File: config.mk
export PLATFORM = sky130hd
export DESIGN_NAME = dmem_arbiter
export DESIGN_NICKNAME = d
export VERILOG_FILES = /design/src/rtl/dmem_arbiter.sv
export SDC_FILE = /design/constraint.sdc
export NUM_CORES = 1
export LEC_CHECK = 0
export ABC_AREA = 1
export BUFFER_PORTS_ARGS = -buffer_cell sky130_fd_sc_hd__buf_2
export CORE_AREA = 2 2 228 230
export CTS_BUF_LIST = sky130_fd_sc_hd__clkbuf_4
export CTS_CLUSTER_DIAMETER = 120
export CTS_CLUSTER_SIZE = 8
export DETAILED_ROUTE_END_ITERATION = 8
export DIE_AREA = 0 0 230 232
export GPL_ROUTABILITY_DRIVEN = 0
export SLEW_MARGIN = 5
export SYNTH_ARGS = -nofsm -noshare
export SYNTH_HDL_FRONTEND = slang
export SYNTH_SLANG_ARGS = --single-unit
File: constraint.sdc
create_clock -name clk -period 3.4 [get_ports clk]
set_clock_uncertainty 0.05 [all_clocks]
set_input_delay 0.34 -clock clk [delete_from_list [all_inputs] [get_ports clk]]
set_output_delay 0.34 -clock clk [all_outputs]
set_load 0.005 [all_outputs]
File: src/rtl/dmem_arbiter.sv
`default_nettype none
// ============================================================================
//  Module      : dmem_arbiter
//  Description : Single-port data-memory arbiter between the MEM pipeline
//                stage (priority) and the external host port. A saturating
//                starvation counter forces the host through after
//                STARVE_MAX consecutive denied cycles. Read data is routed
//                back to the requester that issued the read, one cycle
//                after the grant.
//  Revision    : 1.0 - initial release
// ============================================================================
module dmem_arbiter #(
    parameter int ADDR_W     = 64,
    parameter int DATA_W     = 64,
    parameter int STARVE_MAX = 4
) (
    input  logic              clk,
    input  logic              srst,

    // MEM-stage requester
    input  logic              cpu_req,
    input  logic              cpu_wen,
    input  logic [ADDR_W-1:0] cpu_addr,
    input  logic [DATA_W-1:0] cpu_wdata,
    output logic              cpu_gnt,
    output logic              cpu_stall,
    output logic              cpu_rvalid,
    output logic [DATA_W-1:0] cpu_rdata,

    // Host requester
    input  logic              ext_req,
    input  logic              ext_wen,
    input  logic [ADDR_W-1:0] ext_addr,
    input  logic [DATA_W-1:0] ext_wdata,
    output logic              ext_gnt,
    output logic              ext_rvalid,
    output logic [DATA_W-1:0] ext_rdata,

    // Data SRAM
    output logic [ADDR_W-1:0] mem_addr,
    output logic              mem_wen,
    output logic              mem_ren,
    output logic [DATA_W-1:0] mem_wdata,
    input  logic [DATA_W-1:0] mem_rdata
);

    // Counter compare value, sized to the 4-bit starvation counter.
    localparam logic [3:0] c_STARVE_MAX = 4'(STARVE_MAX);

    // Read-owner encoding stored in rd_owner.
    localparam logic c_OWNER_CPU = 1'b0;
    localparam logic c_OWNER_EXT = 1'b1;

    // ------------------------------------------------------------------------
    // State
    // ------------------------------------------------------------------------
    logic [3:0] starve_cnt_q, starve_cnt_d;
    logic       rd_pend_q,    rd_pend_d;
    logic       rd_owner_q,   rd_owner_d;

    // ------------------------------------------------------------------------
    // Combinational grant / datapath signals
    // ------------------------------------------------------------------------
    logic w_force_ext;   // host has waited long enough and must win
    logic w_cpu_gnt;
    logic w_ext_gnt;
    logic w_rd_grant;    // a read is being granted this cycle
    logic w_rd_cpu;      // a CPU read return is being presented
    logic w_rd_ext;      // a host read return is being presented

    // Grant decision: forced host first, then CPU, then host; nothing in reset.
    always_comb begin
        w_force_ext = ext_req & (starve_cnt_q == c_STARVE_MAX);
        w_cpu_gnt   = 1'b0;
        w_ext_gnt   = 1'b0;
        if (!srst) begin
            if (w_force_ext) begin
                w_ext_gnt = 1'b1;
            end else if (cpu_req) begin
                w_cpu_gnt = 1'b1;
            end else if (ext_req) begin
                w_ext_gnt = 1'b1;
            end
        end
    end

    assign cpu_gnt   = w_cpu_gnt;
    assign ext_gnt   = w_ext_gnt;
    // The pipeline freezes whenever it asks but loses, never during reset.
    assign cpu_stall = ~srst & cpu_req & ~w_cpu_gnt;

    // Steer the granted requester onto the SRAM port; idle port is all-zero.
    always_comb begin
        mem_addr  = '0;
        mem_wdata = '0;
        mem_wen   = 1'b0;
        mem_ren   = 1'b0;
        if (w_cpu_gnt) begin
            mem_addr  = cpu_addr;
            mem_wdata = cpu_wdata;
            mem_wen   = cpu_wen;
            mem_ren   = ~cpu_wen;
        end else if (w_ext_gnt) begin
            mem_addr  = ext_addr;
            mem_wdata = ext_wdata;
            mem_wen   = ext_wen;
            mem_ren   = ~ext_wen;
        end
    end

    // Next-state for the starvation counter and the read-return tracker.
    always_comb begin
        starve_cnt_d = starve_cnt_q;
        rd_pend_d    = 1'b0;
        rd_owner_d   = rd_owner_q;

        // Counter restarts whenever the host is served or stops asking,
        // otherwise it counts denied cycles up to the forcing threshold.
        if (w_ext_gnt || !ext_req) begin
            starve_cnt_d = 4'd0;
        end else if (starve_cnt_q != c_STARVE_MAX) begin
            starve_cnt_d = starve_cnt_q + 4'd1;
        end

        w_rd_grant = (w_cpu_gnt & ~cpu_wen) | (w_ext_gnt & ~ext_wen);
        if (w_rd_grant) begin
            rd_pend_d  = 1'b1;
            rd_owner_d = w_ext_gnt ? c_OWNER_EXT : c_OWNER_CPU;
        end
    end

    // State registers with synchronous reset.
    always_ff @(posedge clk) begin
        if (srst) begin
            starve_cnt_q <= 4'd0;
            rd_pend_q    <= 1'b0;
            rd_owner_q   <= c_OWNER_CPU;
        end else begin
            starve_cnt_q <= starve_cnt_d;
            rd_pend_q    <= rd_pend_d;
            rd_owner_q   <= rd_owner_d;
        end
    end

    // Route the returning read data to its owner; the other side sees zero.
    // Returns are suppressed while reset is held so every output is quiet.
    always_comb begin
        w_rd_cpu   = ~srst & rd_pend_q & (rd_owner_q == c_OWNER_CPU);
        w_rd_ext   = ~srst & rd_pend_q & (rd_owner_q == c_OWNER_EXT);
        cpu_rvalid = w_rd_cpu;
        ext_rvalid = w_rd_ext;
        cpu_rdata  = w_rd_cpu ? mem_rdata : '0;
        ext_rdata  = w_rd_ext ? mem_rdata : '0;
    end

endmodule
`default_nettype wire

After elaboration in Yosys (flattened, before gate mapping)
Index checks and enable logic that the tools add are counted.
{"block": "totals", "memories": 0, "elab_cells": 42, "ramBits": 0, "reg_bits": 6, "rom_bits": 0, "inputBits": 326, "latchBits": 0}
{"block": "classes", "magnitude_cmp": 0, "n_div": 0, "mux": 19, "reduce_logical": 3, "addsub": 1, "eq_ne": 2, "mul": 0, "n_bitwise": 14, "n_shift": 0}
{"op": "64-bit 2-to-1 mux", "n": 6}
{"op": "1-bit 2-to-1 mux", "n": 13}
{"op": "1-bit bitwise AND", "n": 8}
{"op": "1-bit NOT", "n": 5}
{"op": "4-bit by 1-bit adder with 4-bit output, second input constant", "n": 1}
{"op": "4-bit by 3-bit equality test with 1-bit output, second input constant", "n": 1}
{"op": "4-bit by 3-bit != test with 1-bit output, second input constant", "n": 1}
{"op": "2-bit OR reduction", "n": 1}
{"op": "1-bit zero test", "n": 1}
{"op": "1-bit logical OR", "n": 1}
{"op": "1-bit OR", "n": 1}

Depth between registers and ports, before layout
{"block": "depth", "word_depth": 7, "mapped_depth": 10, "ltp_nobuf": 8}

Worst setup path before layout
Ideal clock, no wire load.
{"block": "synth_timing", "kind": "register to output", "startpoint": "register starve_cnt_q[0]", "endpoint": "output mem_addr[34]", "path_stages_with_launch": 10, "path_slack_ns": 1.692, "t_arrival_ns": 1.318, "required_ns": 3.010, "path_cell_list": "dfxtp_1 > inv_1 > ha_1 > nand4_1 > nand2_1 > inv_2 > buf_2 > buf_6 > nand2_1 > nand2_1"}
{"block": "synth_via", "elab_chain_cells": 6}
{"item": "from (decl)", "line_no": "57", "text": "logic [3:0] starve_cnt_q, starve_cnt_d;"}
{"item": "from (signal assigned)", "line_no": "139", "text": "starve_cnt_q <= starve_cnt_d;"}
{"item": "4-bit by 3-bit equality test with 1-bit output *", "line_no": "73", "text": "w_force_ext = ext_req & (starve_cnt_q == c_STARVE_MAX);"}
{"item": "1-bit bitwise AND *", "line_no": "73"}
{"item": "1-bit 2-to-1 mux", "line_no": "77", "text": "if (w_force_ext) begin"}
{"item": "1-bit 2-to-1 mux", "line_no": "76", "text": "if (!srst) begin"}
{"item": "64-bit 2-to-1 mux", "line_no": "103", "text": "end else if (w_ext_gnt) begin"}
{"item": "64-bit 2-to-1 mux *", "line_no": "98", "text": "if (w_cpu_gnt) begin"}
{"item": "to (decl)", "line_no": "40", "text": "output logic [ADDR_W-1:0] mem_addr,"}
Every way passes the cells marked *; elsewhere a longest branch is shown, timed or not.

Worst setup path in the final report
{"block": "layout_timing", "startpoint": "register starve_cnt_q[0]", "endpoint": "output mem_wdata[58]"}
{"block": "layout_via", "elab_chain_cells": 6}
{"item": "4-bit by 3-bit equality test with 1-bit output *", "line_no": "73"}
{"item": "1-bit bitwise AND *", "line_no": "73"}
{"item": "1-bit 2-to-1 mux", "line_no": "77"}
{"item": "1-bit 2-to-1 mux", "line_no": "76"}
{"item": "64-bit 2-to-1 mux", "line_no": "103"}
{"item": "64-bit 2-to-1 mux *", "line_no": "98"}
{"item": "to (decl)", "line_no": "43", "text": "output logic [DATA_W-1:0] mem_wdata,"}
Marks and branches as above.

==> results.sh <==
export IMPL_relSlewSlack_pct=57.5
export IMPL_synth_cell_types=18
export IMPL_swShare_pct=44.8
export IMPL_post_cts_buffers=0
export IMPL_cts_sinks=6
export IMPL_wl_met1_um=8300
export IMPL_die_h_um=232
export IMPL_power_density_nw_per_um2=106
export IMPL_reg2reg_from="starve_cnt_q[0]$_SDFFE_PP0P_"
export IMPL_ys_warn_count=0
export IMPL_grt_pass1_vias=4998
export IMPL_final_common_cell="buf_2"
export IMPL_drive_above_1_share_pct=49.6
export IMPL_fillers=6042
export IMPL_slowest_delay_ns=0.38
export IMPL_hold_class="primary input to register"
export IMPL_crit_top_cell="nand2_1"
export IMPL_clkPwrFrac_pct=9.4
export IMPL_critPathArrivalTime_ns=2.22
export IMPL_start_util_pct=5.64
export IMPL_die_area_um2=53400
export IMPL_fin_area_um2=6500
export IMPL_synth_seq_cells=6
export IMPL_fin_nets=1569
export IMPL_worstPathRequired_ns=3.01
export IMPL_tritoncts="yes"
export IMPL_hold_buffers=0
export IMPL_ctsResizeCount=0
export IMPL_cts_buffers=3
export IMPL_grt_max_degree=67
export IMPL_wl_met3_um=1730
export IMPL_io_buffers=588
export IMPL_layout_common_cells="buf_2, nand2_1, nor2_1"
export IMPL_post_route_drc_count=0
export IMPL_highest_layer="met5"
export IMPL_path_buf_inv=5
export IMPL_syn_area_per_cell_um2=4.29
export IMPL_wl_um=21800
export IMPL_reg2reg_to="rd_owner_q$_SDFFE_PP0P_"
export IMPL_clk_pin_slew_worst_paths_ns=0.05
export IMPL_htreeDepth=1
export IMPL_pwr_share_comb_pct=79.8
export IMPL_crit_slowest_cell="dfxtp_1"
export IMPL_syn_to_final_growth_pct=126
export IMPL_crit_type="register to primary output"
export IMPL_initialDrtViolationCount=229
export IMPL_period_minus_slack_ns=2.61
export IMPL_place_area_um2=6480
export IMPL_grt_setup_unrepaired="no"
export IMPL_worst_pin_slew_ns=0.638
export IMPL_antenna_found_initial=2
export IMPL_internal_power_uw=380
export IMPL_max_freq_ghz=0.382
export IMPL_track_usage_pct=7.10
export IMPL_worstRegToRegCells=8
export IMPL_rows=83
export IMPL_die_x_um=230
export IMPL_drt_pass1_iter_count=4
export IMPL_ff2ff_setup_slack_ns=2.03
export IMPL_synthCells=669
export IMPL_drv_slew=0
export IMPL_setup_violations=0
export IMPL_yosys_area_top_type_share_pct=51.2
export IMPL_worstPathCellList="inv_1 -> ha_1 -> nand4_1 -> nand2_1 -> inv_4 -> buf_12 -> buf_4 -> nand2_1 -> nand2_1 -> buf_2"
export IMPL_insertion_delay_ns=0.25
export IMPL_ir_worst_vdd_mv=0.132
export IMPL_drv_cap=0
export IMPL_cts_buffer_depth=2
export IMPL_ios=589
export IMPL_period_share_pct=76.9
export IMPL_routed_via_count=5862
export IMPL_post_drt_wl_per_cell_um=11.4
export IMPL_leakage_uw=0.00466
export IMPL_dp_hpwl_um=19000
export IMPL_wl_met2_um=11400
export IMPL_ctsRootBufferMaster="clkbuf_4"
export IMPL_yosys_area_top_type="nand2_1"
export IMPL_hold_viol=0
export IMPL_cp_end_kind="primary output"
export IMPL_critPathLaunchType="register"
export IMPL_crit_path_max_fanout=41
export IMPL_antenna_left=0
export IMPL_crit_family="buffers and inverters"
export IMPL_seq_area_frac_synth_pct=4.18
export IMPL_synth_area_um2=2870
export IMPL_synth_area_leaders="nand2_1, nor2_1, inv_1"
export IMPL_grt_pass1_wl_um=29000
export IMPL_min_to="rd_pend_q$_SDFF_PP0_"
export IMPL_grt_overflow=0
export IMPL_vias_per_cell=3.05
export IMPL_syn_nets=997
export IMPL_core_region_area_um2=50900
export IMPL_power_frac_seq_pct=10.7
export IMPL_setup_tns_final_ns=0
export IMPL_holdCritStartpoint="ext_wen"
export IMPL_p_sw_uw=308
export IMPL_status="finished, final reports clean"
export IMPL_min_path_cells=4
## area by class of cell
| type | instances | area (um^2) | area share, % |
|---|---|---|---|
| Clock buffer | 3 | 22.5 | 0.346 |
| Tap cell | 680 | 851 | 13.1 |
| Sequential cell | 6 | 120 | 1.85 |
| Inverter | 80 | 305 | 4.70 |
| Antenna cell | 1 | 2.50 | 0.0385 |
| Multi-Input combinational cell | 543 | 2090 | 32.1 |
| Timing Repair Buffer | 607 | 3110 | 47.8 |
## kinds of logic (layout without fill, tap and decap cells)
| group | Yosys count | after routing | share of synthesized area (%) |
|---|---|---|---|
| xor+xnor | 1 | 1 | 0.305 |
| buf+inv | 120 | 690 | 23.0 |
| flops | 6 | 6 | 4.18 |
| fa+ha+maj | 2 | 2 | 0.871 |
| simple gates | 537 | 537 | 70.9 |
| other cells | 0 | 1 | 0 |
| compound gates | 3 | 3 | 0.654 |
## state kept, by name (all words and copies together) (netlist names)
register      flops
starve_cnt_q      4
rd_pend_q         1
rd_owner_q        1
## worst register-to-register path, delay by kind of cell (launching register included)
family | cells | cell delay, ns
flops | 1 | 0.38
buf+inv | 3 | 0.13
fa+ha+maj | 1 | 0.24
simple gates | 4 | 0.45
## per-stage QoR
step                      worst slack [ns]  utilization (%)  instances  hold slack (ns)  total power [uW]
after floorplan                       1.69                -        669            0.380               279
after global placement                1.07             12.7       1916            0.404               631
after detailed placement              1.05             12.7       1916            0.405               629
after CTS                            0.781             12.8       1919            0.389               698
after global routing                 0.597             12.8       1920            0.440               758
final                                0.785             12.8       1920            0.396               689
## synthesized netlist by cell type (all sizes together)
master,n
nand2,392
inv,80
ha,2
dfxtp,6
a21oi,1
o22ai,1
a211oi,1
nand4,2
buf,40
xnor2,1
nor2,134
nor3,3
nand3,6
## layer usage
layer	up-vias	global-route usage (%)
met2	350	13.9
met5	-	0
li1	3050	-
met1	2444	8.15
met3	16	0.774
met4	2	1.69
## worst max path at each step
| stage | from | endpoint | depth (start not counted) |
|---|---|---|---|
| final | starve_cnt_q[0]$_SDFFE_PP0P_ | mem_wdata[58] | 10 |
| after global routing | starve_cnt_q[1]$_SDFFE_PP0P_ | mem_wdata[61] | 11 |
| after CTS | starve_cnt_q[0]$_SDFFE_PP0P_ | mem_addr[61] | 11 |
| after detailed placement | starve_cnt_q[0]$_SDFFE_PP0P_ | mem_addr[61] | 11 |
| after global placement | starve_cnt_q[0]$_SDFFE_PP0P_ | mem_addr[61] | 11 |
| after floorplan | starve_cnt_q[0]$_SDFFE_PP0P_ | mem_addr[34] | 9 |
## power groups by stage
stage	Combinational (uW)	Sequential (uW)	Clock [uW]
global route	613	74.1	71.1
global placement	556	75.1	0
finish	550	74.0	64.9
floorplan	204	74.9	0
CTS	557	73.9	66.8
detailed placement	554	75.2	0
Note: power is estimated with default switching activity, not from simulation.
